==> src/rtl/cscv3_pkg.sv <==
// cscv3_pkg: shared constants for the cscv3 core.
//   - opcode constants (instruction bits [AW+3:AW])
//   - ALU operation constants (opc[2:0] when opc[3] is set)
//   - FSM state encoding (FETCH=0, EXEC=1, MEM=2)
//   - flag bit indices inside {N,Z,V,C}
package cscv3_pkg;

   localparam logic [3:0] OpNop  = 4'd0;
   localparam logic [3:0] OpLdai = 4'd1;
   localparam logic [3:0] OpLdbi = 4'd2;
   localparam logic [3:0] OpLda  = 4'd3;
   localparam logic [3:0] OpSta  = 4'd4;
   localparam logic [3:0] OpJz   = 4'd5;
   localparam logic [3:0] OpJc   = 4'd6;
   localparam logic [3:0] OpJmp  = 4'd7;

   localparam logic [2:0] AluAdd   = 3'd0;
   localparam logic [2:0] AluSub   = 3'd1;
   localparam logic [2:0] AluAdc   = 3'd2;
   localparam logic [2:0] AluAnd   = 3'd3;
   localparam logic [2:0] AluOr    = 3'd4;
   localparam logic [2:0] AluXor   = 3'd5;
   localparam logic [2:0] AluInc   = 3'd6;
   localparam logic [2:0] AluPassB = 3'd7;

   typedef enum logic [1:0] {
      StFetch = 2'd0,
      StExec  = 2'd1,
      StMem   = 2'd2
   } state_e;

   localparam int unsigned FlagC = 0;
   localparam int unsigned FlagV = 1;
   localparam int unsigned FlagZ = 2;
   localparam int unsigned FlagN = 3;

   // Opcodes 8..15 are all ALU instructions.
   function automatic logic is_alu_op(input logic [3:0] opc);
      return opc[3];
   endfunction

   // Only these two opcodes need a data-memory cycle.
   function automatic logic is_mem_op(input logic [3:0] opc);
      return (opc == OpLda) || (opc == OpSta);
   endfunction

endpackage

==> src/rtl/cscv3_if.sv <==
// cscv3_if: instruction and data memory req/ack buses of the cscv3 core.
//   imem_req/imem_addr (core->mem), imem_ack/imem_data (mem->core)
//   dmem_req/dmem_we/dmem_addr/dmem_wdata (core->mem), dmem_ack/dmem_rdata (mem->core)
// master = core side, slave = memory side.
interface cscv3_if #(
   parameter int unsigned DW = 4,
   parameter int unsigned AW = 8
) ();

   logic          imem_req;
   logic [AW-1:0] imem_addr;
   logic          imem_ack;
   logic [AW+3:0] imem_data;

   logic          dmem_req;
   logic          dmem_we;
   logic [AW-1:0] dmem_addr;
   logic [DW-1:0] dmem_wdata;
   logic          dmem_ack;
   logic [DW-1:0] dmem_rdata;

   modport master (
      output imem_req, imem_addr,
      input  imem_ack, imem_data,
      output dmem_req, dmem_we, dmem_addr, dmem_wdata,
      input  dmem_ack, dmem_rdata
   );

   modport slave (
      input  imem_req, imem_addr,
      output imem_ack, imem_data,
      input  dmem_req, dmem_we, dmem_addr, dmem_wdata,
      output dmem_ack, dmem_rdata
   );

endinterface

==> src/rtl/cscv3_alu.sv <==
// cscv3_alu: combinational ALU of the cscv3 core.
//   a, b    : DW-bit operands (A and B registers)
//   op      : ALU operation (see cscv3_pkg Alu* constants)
//   cin     : carry flag input, used by ADC only
//   result  : DW-bit result, modulo 2^DW
//   flags   : {N,Z,V,C}
module cscv3_alu
   import cscv3_pkg::*;
#(
   parameter int unsigned DW = 4
) (
   input  logic [DW-1:0] a,
   input  logic [DW-1:0] b,
   input  logic [2:0]    op,
   input  logic          cin,
   output logic [DW-1:0] result,
   output logic [3:0]    flags
);

   logic [DW:0]   sum;
   logic [DW-1:0] res;
   logic          carry;
   logic          ovf;

   always_comb begin
      sum   = '0;
      res   = '0;
      carry = 1'b0;
      ovf   = 1'b0;
      case (op)
         AluAdd: begin
            sum   = {1'b0, a} + {1'b0, b};
            res   = sum[DW-1:0];
            carry = sum[DW];
            ovf   = (a[DW-1] == b[DW-1]) && (res[DW-1] != a[DW-1]);
         end
         AluSub: begin
            // Zero-extended subtraction: the top bit is the borrow (a < b).
            sum   = {1'b0, a} - {1'b0, b};
            res   = sum[DW-1:0];
            carry = sum[DW];
            ovf   = (a[DW-1] != b[DW-1]) && (res[DW-1] != a[DW-1]);
         end
         AluAdc: begin
            sum   = {1'b0, a} + {1'b0, b} + {{DW{1'b0}}, cin};
            res   = sum[DW-1:0];
            carry = sum[DW];
            ovf   = (a[DW-1] == b[DW-1]) && (res[DW-1] != a[DW-1]);
         end
         AluAnd:  res = a & b;
         AluOr:   res = a | b;
         AluXor:  res = a ^ b;
         AluInc: begin
            sum   = {1'b0, a} + {{DW{1'b0}}, 1'b1};
            res   = sum[DW-1:0];
            carry = sum[DW];
            ovf   = !a[DW-1] && res[DW-1];
         end
         default: res = b;
      endcase
   end

   always_comb begin
      result       = res;
      flags        = '0;
      flags[FlagN] = res[DW-1];
      flags[FlagZ] = (res == '0);
      flags[FlagV] = ovf;
      flags[FlagC] = carry;
   end

endmodule

==> src/rtl/cscv3_core.sv <==
// cscv3_core: parametrised multi-cycle CPU core with FETCH/EXEC/MEM FSM.
//   clk, reset : rising-edge clock, asynchronous active-high reset
//   bus        : cscv3_if.master, instruction and data req/ack buses
//   Aval, Bval : A and B registers (DW bits)
//   PCval      : program counter (AW bits)
//   Flagsval   : {N,Z,V,C}
//   state      : FSM state, FETCH=0, EXEC=1, MEM=2
module cscv3_core
   import cscv3_pkg::*;
#(
   parameter int unsigned DW = 4,
   parameter int unsigned AW = 8
) (
   input  logic          clk,
   input  logic          reset,
   cscv3_if.master       bus,
   output logic [DW-1:0] Aval,
   output logic [DW-1:0] Bval,
   output logic [AW-1:0] PCval,
   output logic [3:0]    Flagsval,
   output logic [1:0]    state
);

   state_e        state_q, state_d;
   logic [AW-1:0] pc_q, pc_d;
   logic [AW+3:0] ir_q, ir_d;
   logic [DW-1:0] a_q, a_d;
   logic [DW-1:0] b_q, b_d;
   logic [3:0]    flags_q, flags_d;

   logic [3:0]    opc;
   logic [AW-1:0] operand;
   logic [DW-1:0] alu_res;
   logic [3:0]    alu_flags;

   assign opc     = ir_q[AW+3:AW];
   assign operand = ir_q[AW-1:0];

   cscv3_alu #(
      .DW(DW)
   ) u_alu (
      .a      (a_q),
      .b      (b_q),
      .op     (opc[2:0]),
      .cin    (flags_q[FlagC]),
      .result (alu_res),
      .flags  (alu_flags)
   );

   // FSM state register.
   always_ff @(posedge clk or posedge reset) begin
      if (reset) begin
         state_q <= StFetch;
      end else begin
         state_q <= state_d;
      end
   end

   // FSM next state. Acks only matter in the state that requests them.
   always_comb begin
      state_d = state_q;
      unique case (state_q)
         StFetch: if (bus.imem_ack) state_d = StExec;
         StExec:  state_d = is_mem_op(opc) ? StMem : StFetch;
         StMem:   if (bus.dmem_ack) state_d = StFetch;
         default: state_d = StFetch;
      endcase
   end

   // FSM outputs: requests depend on state only, addresses/data come from
   // registers that are frozen for the whole request.
   always_comb begin
      bus.imem_req   = (state_q == StFetch);
      bus.imem_addr  = pc_q;
      bus.dmem_req   = (state_q == StMem);
      bus.dmem_we    = (state_q == StMem) && (opc == OpSta);
      bus.dmem_addr  = operand;
      bus.dmem_wdata = a_q;
   end

   // Datapath next state.
   always_comb begin
      pc_d    = pc_q;
      ir_d    = ir_q;
      a_d     = a_q;
      b_d     = b_q;
      flags_d = flags_q;
      unique case (state_q)
         StFetch: begin
            if (bus.imem_ack) begin
               ir_d = bus.imem_data;
               pc_d = pc_q + AW'(1);
            end
         end
         StExec: begin
            if (is_alu_op(opc)) begin
               a_d     = alu_res;
               flags_d = alu_flags;
            end else begin
               case (opc)
                  OpLdai: a_d = operand[DW-1:0];
                  OpLdbi: b_d = operand[DW-1:0];
                  OpJz:   if (flags_q[FlagZ]) pc_d = operand;
                  OpJc:   if (flags_q[FlagC]) pc_d = operand;
                  OpJmp:  pc_d = operand;
                  default: ;
               endcase
            end
         end
         StMem: begin
            if (bus.dmem_ack && (opc == OpLda)) a_d = bus.dmem_rdata;
         end
         default: ;
      endcase
   end

   always_ff @(posedge clk or posedge reset) begin
      if (reset) begin
         pc_q    <= '0;
         ir_q    <= '0;
         a_q     <= '0;
         b_q     <= '0;
         flags_q <= '0;
      end else begin
         pc_q    <= pc_d;
         ir_q    <= ir_d;
         a_q     <= a_d;
         b_q     <= b_d;
         flags_q <= flags_d;
      end
   end

   assign Aval     = a_q;
   assign Bval     = b_q;
   assign PCval    = pc_q;
   assign Flagsval = flags_q;
   assign state    = state_q;

endmodule

==> src/flat_wrapper.sv <==
// flat-port wrapper written by rule: the top's interface ports become plain ports
module cscv3_core_flat import cscv3_pkg::*;
#(
   parameter int unsigned DW = 4,
   parameter int unsigned AW = 8
)
  (clk, reset, Aval, Bval, PCval, Flagsval, state, bus_imem_req, bus_imem_addr, bus_imem_ack, bus_imem_data, bus_dmem_req, bus_dmem_we, bus_dmem_addr, bus_dmem_wdata, bus_dmem_ack, bus_dmem_rdata);
  cscv3_if #(.DW(DW), .AW(AW)) bus_i ();
  input  logic clk;
  input  logic reset;
  output logic [DW-1:0] Aval;
  output logic [DW-1:0] Bval;
  output logic [AW-1:0] PCval;
  output logic [3:0] Flagsval;
  output logic [1:0] state;
  output wire logic [$bits(bus_i.imem_req)-1:0] bus_imem_req;
  output wire logic [$bits(bus_i.imem_addr)-1:0] bus_imem_addr;
  input wire logic [$bits(bus_i.imem_ack)-1:0] bus_imem_ack;
  input wire logic [$bits(bus_i.imem_data)-1:0] bus_imem_data;
  output wire logic [$bits(bus_i.dmem_req)-1:0] bus_dmem_req;
  output wire logic [$bits(bus_i.dmem_we)-1:0] bus_dmem_we;
  output wire logic [$bits(bus_i.dmem_addr)-1:0] bus_dmem_addr;
  output wire logic [$bits(bus_i.dmem_wdata)-1:0] bus_dmem_wdata;
  input wire logic [$bits(bus_i.dmem_ack)-1:0] bus_dmem_ack;
  input wire logic [$bits(bus_i.dmem_rdata)-1:0] bus_dmem_rdata;
  assign bus_imem_req = bus_i.imem_req;
  assign bus_imem_addr = bus_i.imem_addr;
  assign bus_i.imem_ack = bus_imem_ack;
  assign bus_i.imem_data = bus_imem_data;
  assign bus_dmem_req = bus_i.dmem_req;
  assign bus_dmem_we = bus_i.dmem_we;
  assign bus_dmem_addr = bus_i.dmem_addr;
  assign bus_dmem_wdata = bus_i.dmem_wdata;
  assign bus_i.dmem_ack = bus_dmem_ack;
  assign bus_i.dmem_rdata = bus_dmem_rdata;
  cscv3_core #(.DW(DW), .AW(AW)) u_core (.clk(clk), .reset(reset), .bus(bus_i), .Aval(Aval), .Bval(Bval), .PCval(PCval), .Flagsval(Flagsval), .state(state));
endmodule
==> config.mk <==
export PLATFORM = sky130hd
export DESIGN_NAME = cscv3_core_flat
export DESIGN_NICKNAME = d
export VERILOG_FILES = /design/src/rtl/cscv3_pkg.sv /design/src/rtl/cscv3_if.sv /design/src/rtl/cscv3_alu.sv /design/src/rtl/cscv3_core.sv /design/src/flat_wrapper.sv
export SDC_FILE = /design/constraint.sdc
export NUM_CORES = 1
export LEC_CHECK = 0
export CAP_MARGIN = 20
export CORE_UTILIZATION = 29
export CTS_CLUSTER_SIZE = 24
export DETAILED_ROUTE_END_ITERATION = 8
export PLACE_DENSITY = 0.56
export SYNTH_ARGS = -nofsm -noshare
export SYNTH_HDL_FRONTEND = slang
export SYNTH_SLANG_ARGS = --single-unit
==> constraint.sdc <==
create_clock -name clk -period 2.94 [get_ports clk]
set_input_delay 0.294 -clock clk [delete_from_list [all_inputs] [get_ports clk]]
set_output_delay 0.294 -clock clk [all_outputs]
set_load 0.03 [all_outputs]
# Word-level counts from Yosys, hierarchy flattened
# Cells that the tools add are included.
dict set report totals {
  ff_bits 34
  inputBits 20
  out_inout_bits 45
  elab_cells 79
}
dict set report op_classes {
  n_addsub 5
  n_eq_ne 28
  n_mux 17
  bitwise_logic 4
  n_reduce_logical 19
}
# op count
set ops {}
lappend ops {{$mux 8} 4}
lappend ops {{$pmux 4 s7} 1}
lappend ops {{$pmux 8 s3} 1}
lappend ops {{$eq 4x3->1 const B} 4}
lappend ops {{$pmux 8 s2} 1}
lappend ops {{$mux 4} 3}
lappend ops {{$eq 3x3->1 const B} 3}
lappend ops {{$ne 3x2->1 const B} 3}
lappend ops {{$add 8x1->8 const B} 1}
lappend ops {{$eq 4x2->1 const B} 2}
lappend ops {{$pmux 1 s4} 2}
lappend ops {{$pmux 4 s2} 1}
lappend ops {{$eq 3x2->1 const B} 2}
lappend ops {{$logic_and 1x1->1} 6}
lappend ops {{$mux 2} 3}
lappend ops {{$ne 2x1->1 const B} 3}
lappend ops {{$pmux 2 s3} 1}
lappend ops {{$reduce_and 2->1} 3}
lappend ops {{$reduce_and 3->1} 2}
lappend ops {{$reduce_and 6->1} 1}
lappend ops {{$add 4x1->5 const B} 1}
lappend ops {{$add 4x4->5} 1}
lappend ops {{$add 5x1->5} 1}
lappend ops {{$sub 4x4->5} 1}
lappend ops {{18 further kinds} 22}

# Depth between registers and ports, before layout
dict set report logic_depth {
  depth_word 5
  depth_mapped 9
}

# Modules after synthesis
# From an unflattened synthesis, not the netlist that was laid out.
dict set report hier_totals {
  hier_cells 285
  area_unflattened_um2 2751.4
}
# mod n_inst cells_each area_each_um2 seq_area_each_um2
set by_module_without_submodules {}
lappend by_module_without_submodules {cscv3_core 1 177 1883.1 850.8}
lappend by_module_without_submodules {cscv3_alu 1 108 868.3 0.0}

# Worst setup path after synthesis
# OpenSTA, ideal clock, no wires.
dict set report synth_path {
  path_kind {reg-to-output}
  start {register u_core.state_q[0], in the netlist u_core.state[0]}
  end {output bus_dmem_we}
  arrival_time_ps 2231
  setup_slack_ps 415
  path_stages_with_launch 5
  cell_sequence {dfrtp_1 inv_1 ha_1 inv_1 nor4_1}
}
dict set report synth_via {
  elab_chain_cells 2
}
# element line
set synth_rtl {}
lappend synth_rtl {{start: declaration} cscv3_core.sv:24} ;# state_e state_q, state_d;
lappend synth_rtl {{start signal: assignment} cscv3_core.sv:53} ;# state_q <= StFetch;
lappend synth_rtl {{start signal: assignment} cscv3_core.sv:55} ;# state_q <= state_d;
lappend synth_rtl {{$eq 2x2->1} -}
lappend synth_rtl {{via bus_dmem_req} flat_wrapper.sv:20} ;# output wire logic [$bits(bus_i.dmem_req)-1:0] bus_dmem_req;
lappend synth_rtl {{$logic_and 1x1->1} cscv3_core.sv:76} ;# bus.dmem_we = (state_q == StMem) && (opc == OpSta);
lappend synth_rtl {{end: declaration} flat_wrapper.sv:21} ;# output wire logic [$bits(bus_i.dmem_we)-1:0] bus_dmem_we;
# The timed path passes the listed nets, and every way through them passes these cells.

# Final worst setup path
dict set report layout_path {
  start {register u_core.state_q[0], in the netlist u_core.state[0]}
  end {output bus_dmem_we}
}
dict set report layout_via {
  elab_chain_cells 2
}
# element line
set layout_rtl {}
lappend layout_rtl {{$eq 2x2->1} cscv3_core.sv:76}
lappend layout_rtl {{$logic_and 1x1->1} cscv3_core.sv:76}
# Every way passes these cells.

==> flow_metrics.py <==
metrics = {
    "outcome": {
        "status": "completed",
    },
    "clocking": {
        "clk_latency_ns": 0.29,
        "cts.htree.levels": 2,
        "cts.clk_slew.worst_paths_ns": 0.08,
        "cts_made_buffers": 5,
        "cts.sinks": 34,
        "cts_max_path_buffers": 2,
        "clockRootBuffer": "clkbuf_8",
        "cts_tree": "built",
        "hold_buffers": 0,
        "post_cts_buffers": 0,
        "cts_resized": 0,
    },
    "synth": {
        "synth.avg_cell_area_um2": 9.127,
        "dominantRegCellSynth": "dfrtp_1",
        "ys.warnings.count": 0,
        "ys_types": 51,
        "synth-seq-area-share": 0.3160,
        "synth_edf_count": 0,
        "ys_async_sr_fraction": 1.000,
        "syn_inst": 295,
        "synthesis.nets": 337,
        "netlist_area_mm2": 0.002693,
        "synth_seq_cells": 34,
    },
    "critical_path": {
        "required_ns": 2.65,
        "end_kind": "output pin",
        "cp_max_fo": 9,
        "worstPathArrival_ns": 2.39,
        "critPathLaunchType": "register",
        "critPathKind": "register to output pin",
        "reg2reg_depth": 8,
    },
    "job": {
        "drv_cap": 0,
    },
    "sta": {
        "rsz0062_at_grt": "no",
        "relSlewSlack": 0.5216,
        "fin_crit_ns": 2.688,
        "fin_crit_sh": 0.9143,
        "maxSlewViolCount": 0,
        "hold_viol": 0,
        "tightest_slew_ns": 0.7169,
        "finalSetupViolCount": 0,
        "fmax_ghz": 0.3720,
        "skew_ns": 0.006519,
        "final.setup.tns_ns": 0,
    },
    "drt": {
        "vias": 2322,
        "dr.first_iter.drc_count": 98,
        "drc": 0,
        "routed_wl_mm": 7.220,
        "firstDrtPassIters": 6,
        "wl_per_cell_um": 16.04,
        "detail-route-antenna-nets": 0,
        "avgViaCountPerCell": 5.160,
    },
    "global_route": {
        "overflow": 0,
        "grt_max_degree": 20,
        "grtUsageTotal": 0.1592,
        "antenna_found_initial": 0,
        "grt_pass1_wl_mm": 12.15,
        "grt_pass1_vias": 2337,
    },
    "final_layout": {
        "nNetsFinal": 383,
        "area_growth_pct": 25.93,
        "diodes": 0,
        "fin_util": 0.3832,
        "design_area_mm2": 0.003391,
        "nFillCells": 907,
        "layout_common_cells": "64 x clkdlybuf4s50_1, 34 x dfrtp_1, 25 x a21oi_1",
        "drive_gt1_frac": 0.1228,
        "final_common_cell": "clkdlybuf4s50_1",
    },
    "min_path": {
        "holdCritPathClass": "input pin to asynchronous set/reset pin",
    },
    "die": {
        "die_height_um": 98.36,
        "die_x_um": 98.36,
        "die-area_mm2": 0.009674,
        "initial_core_util": 0.3043,
        "rows": 34,
        "ioPinCount": 65,
        "fp.coreArea_mm2": 0.008848,
    },
    "place": {
        "hpwl_mm": 5.673,
        "place_area_mm2": 0.003296,
        "routabilityCongestion": 0.8910,
        "port_buffers": 64,
    },
}
-- per-stage QoR --
| step | cells | hold slack [ns] | setup slack [ns] |
|---|---|---|---|
| 2_1_floorplan | 295 | 0.4356 | 0.4150 |
| 3_3_place_gp | 442 | 0.4710 | 0.4451 |
| 3_5_place_dp | 442 | 0.4758 | 0.4470 |
| 4_1_cts | 450 | 0.4688 | 0.2299 |
| 5_1_grt | 450 | 0.5098 | 0.1442 |
| 6_report | 450 | 0.4296 | 0.2521 |
-- area by class of cell --
type	count	area [um2]	share of cell area
Multi-Input combinational cell	209	1538	0.4535
Inverter	19	71.32	0.02103
Sequential cell	34	850.8	0.2509
Clock inverter	2	12.51	0.003690
Tap cell	108	135.1	0.03985
Clock buffer	6	82.58	0.02435
Timing Repair Buffer	72	700.7	0.2066
-- routing by layer --
metal | track usage | part of all wire
met5 | 0 | 0
met4 | 0.03559 | 0.0068
met3 | 0.02505 | 0.042
met2 | 0.2774 | 0.50
met1 | 0.2075 | 0.45
-- synthesized netlist by cell type (all sizes together) (3+ instances only) --
cell	n	area share
nand3	14	0.026
xnor2	6	0.020
nor3	3	0.0056
a31oi	3	0.0070
buf	31	0.084
dfrtp	34	0.32
o22ai	7	0.016
inv	19	0.026
ha	20	0.093
and3	6	0.014
mux2	17	0.071
nor2	16	0.026
nand2b	6	0.014
a21oi	26	0.050
nand2	21	0.029
nor2b	5	0.012
o21ai	22	0.041
-- cells by family (layout without fill, tap and decap cells) --
kind of cell               after synthesis  count (layout)  share of synthesized area
AOI/OAI and AO/OA                       79              79                     0.1938
xor gates and xnor gates                 8               8                    0.03810
adders and majority gates               22              22                     0.1078
buffers and inverters                   52              99                     0.1129
DFF                                     34              34                     0.3160
muxes                                   19              19                    0.07853
and+or+nand+nor                         81              81                     0.1529
-- worst paths after layout --
| path | startpoint | end | slack [ns] |
|---|---|---|---|
| min in group clk | u_core.Flagsval[1] | u_core.Flagsval[1] | 0.48 |
| max in group asynchronous | reset | u_core.PCval[7] | 1.90 |
| min reg2reg | u_core.Flagsval[1] | u_core.Flagsval[1] | 0.48 |
| min | reset | u_core.ir_q[2] | 0.43 |
| max | u_core.state[0] | bus_dmem_we | 0.25 |
| max reg2reg | u_core.Bval[0] | u_core.Flagsval[2] | 0.42 |
-- sequential cells by signal (all words and copies together), names as in the netlist --
register         flops
u_core.PCval         8
u_core.Flagsval      4
u_core.ir_q         12
u_core.Bval          4
u_core.Aval          4
u_core.state         2
-- critical path, stage by stage, from the launching register on --
cell             delay, ns
dfrtp_1               0.42
inv_1                 0.10
ha_1                  0.39
inv_1                 0.18
nor4_1                0.29
clkdlybuf4s50_1       0.72
Power is not shown: default switching activity piles up to over one toggle a cycle in this logic, so the estimate is an artifact.
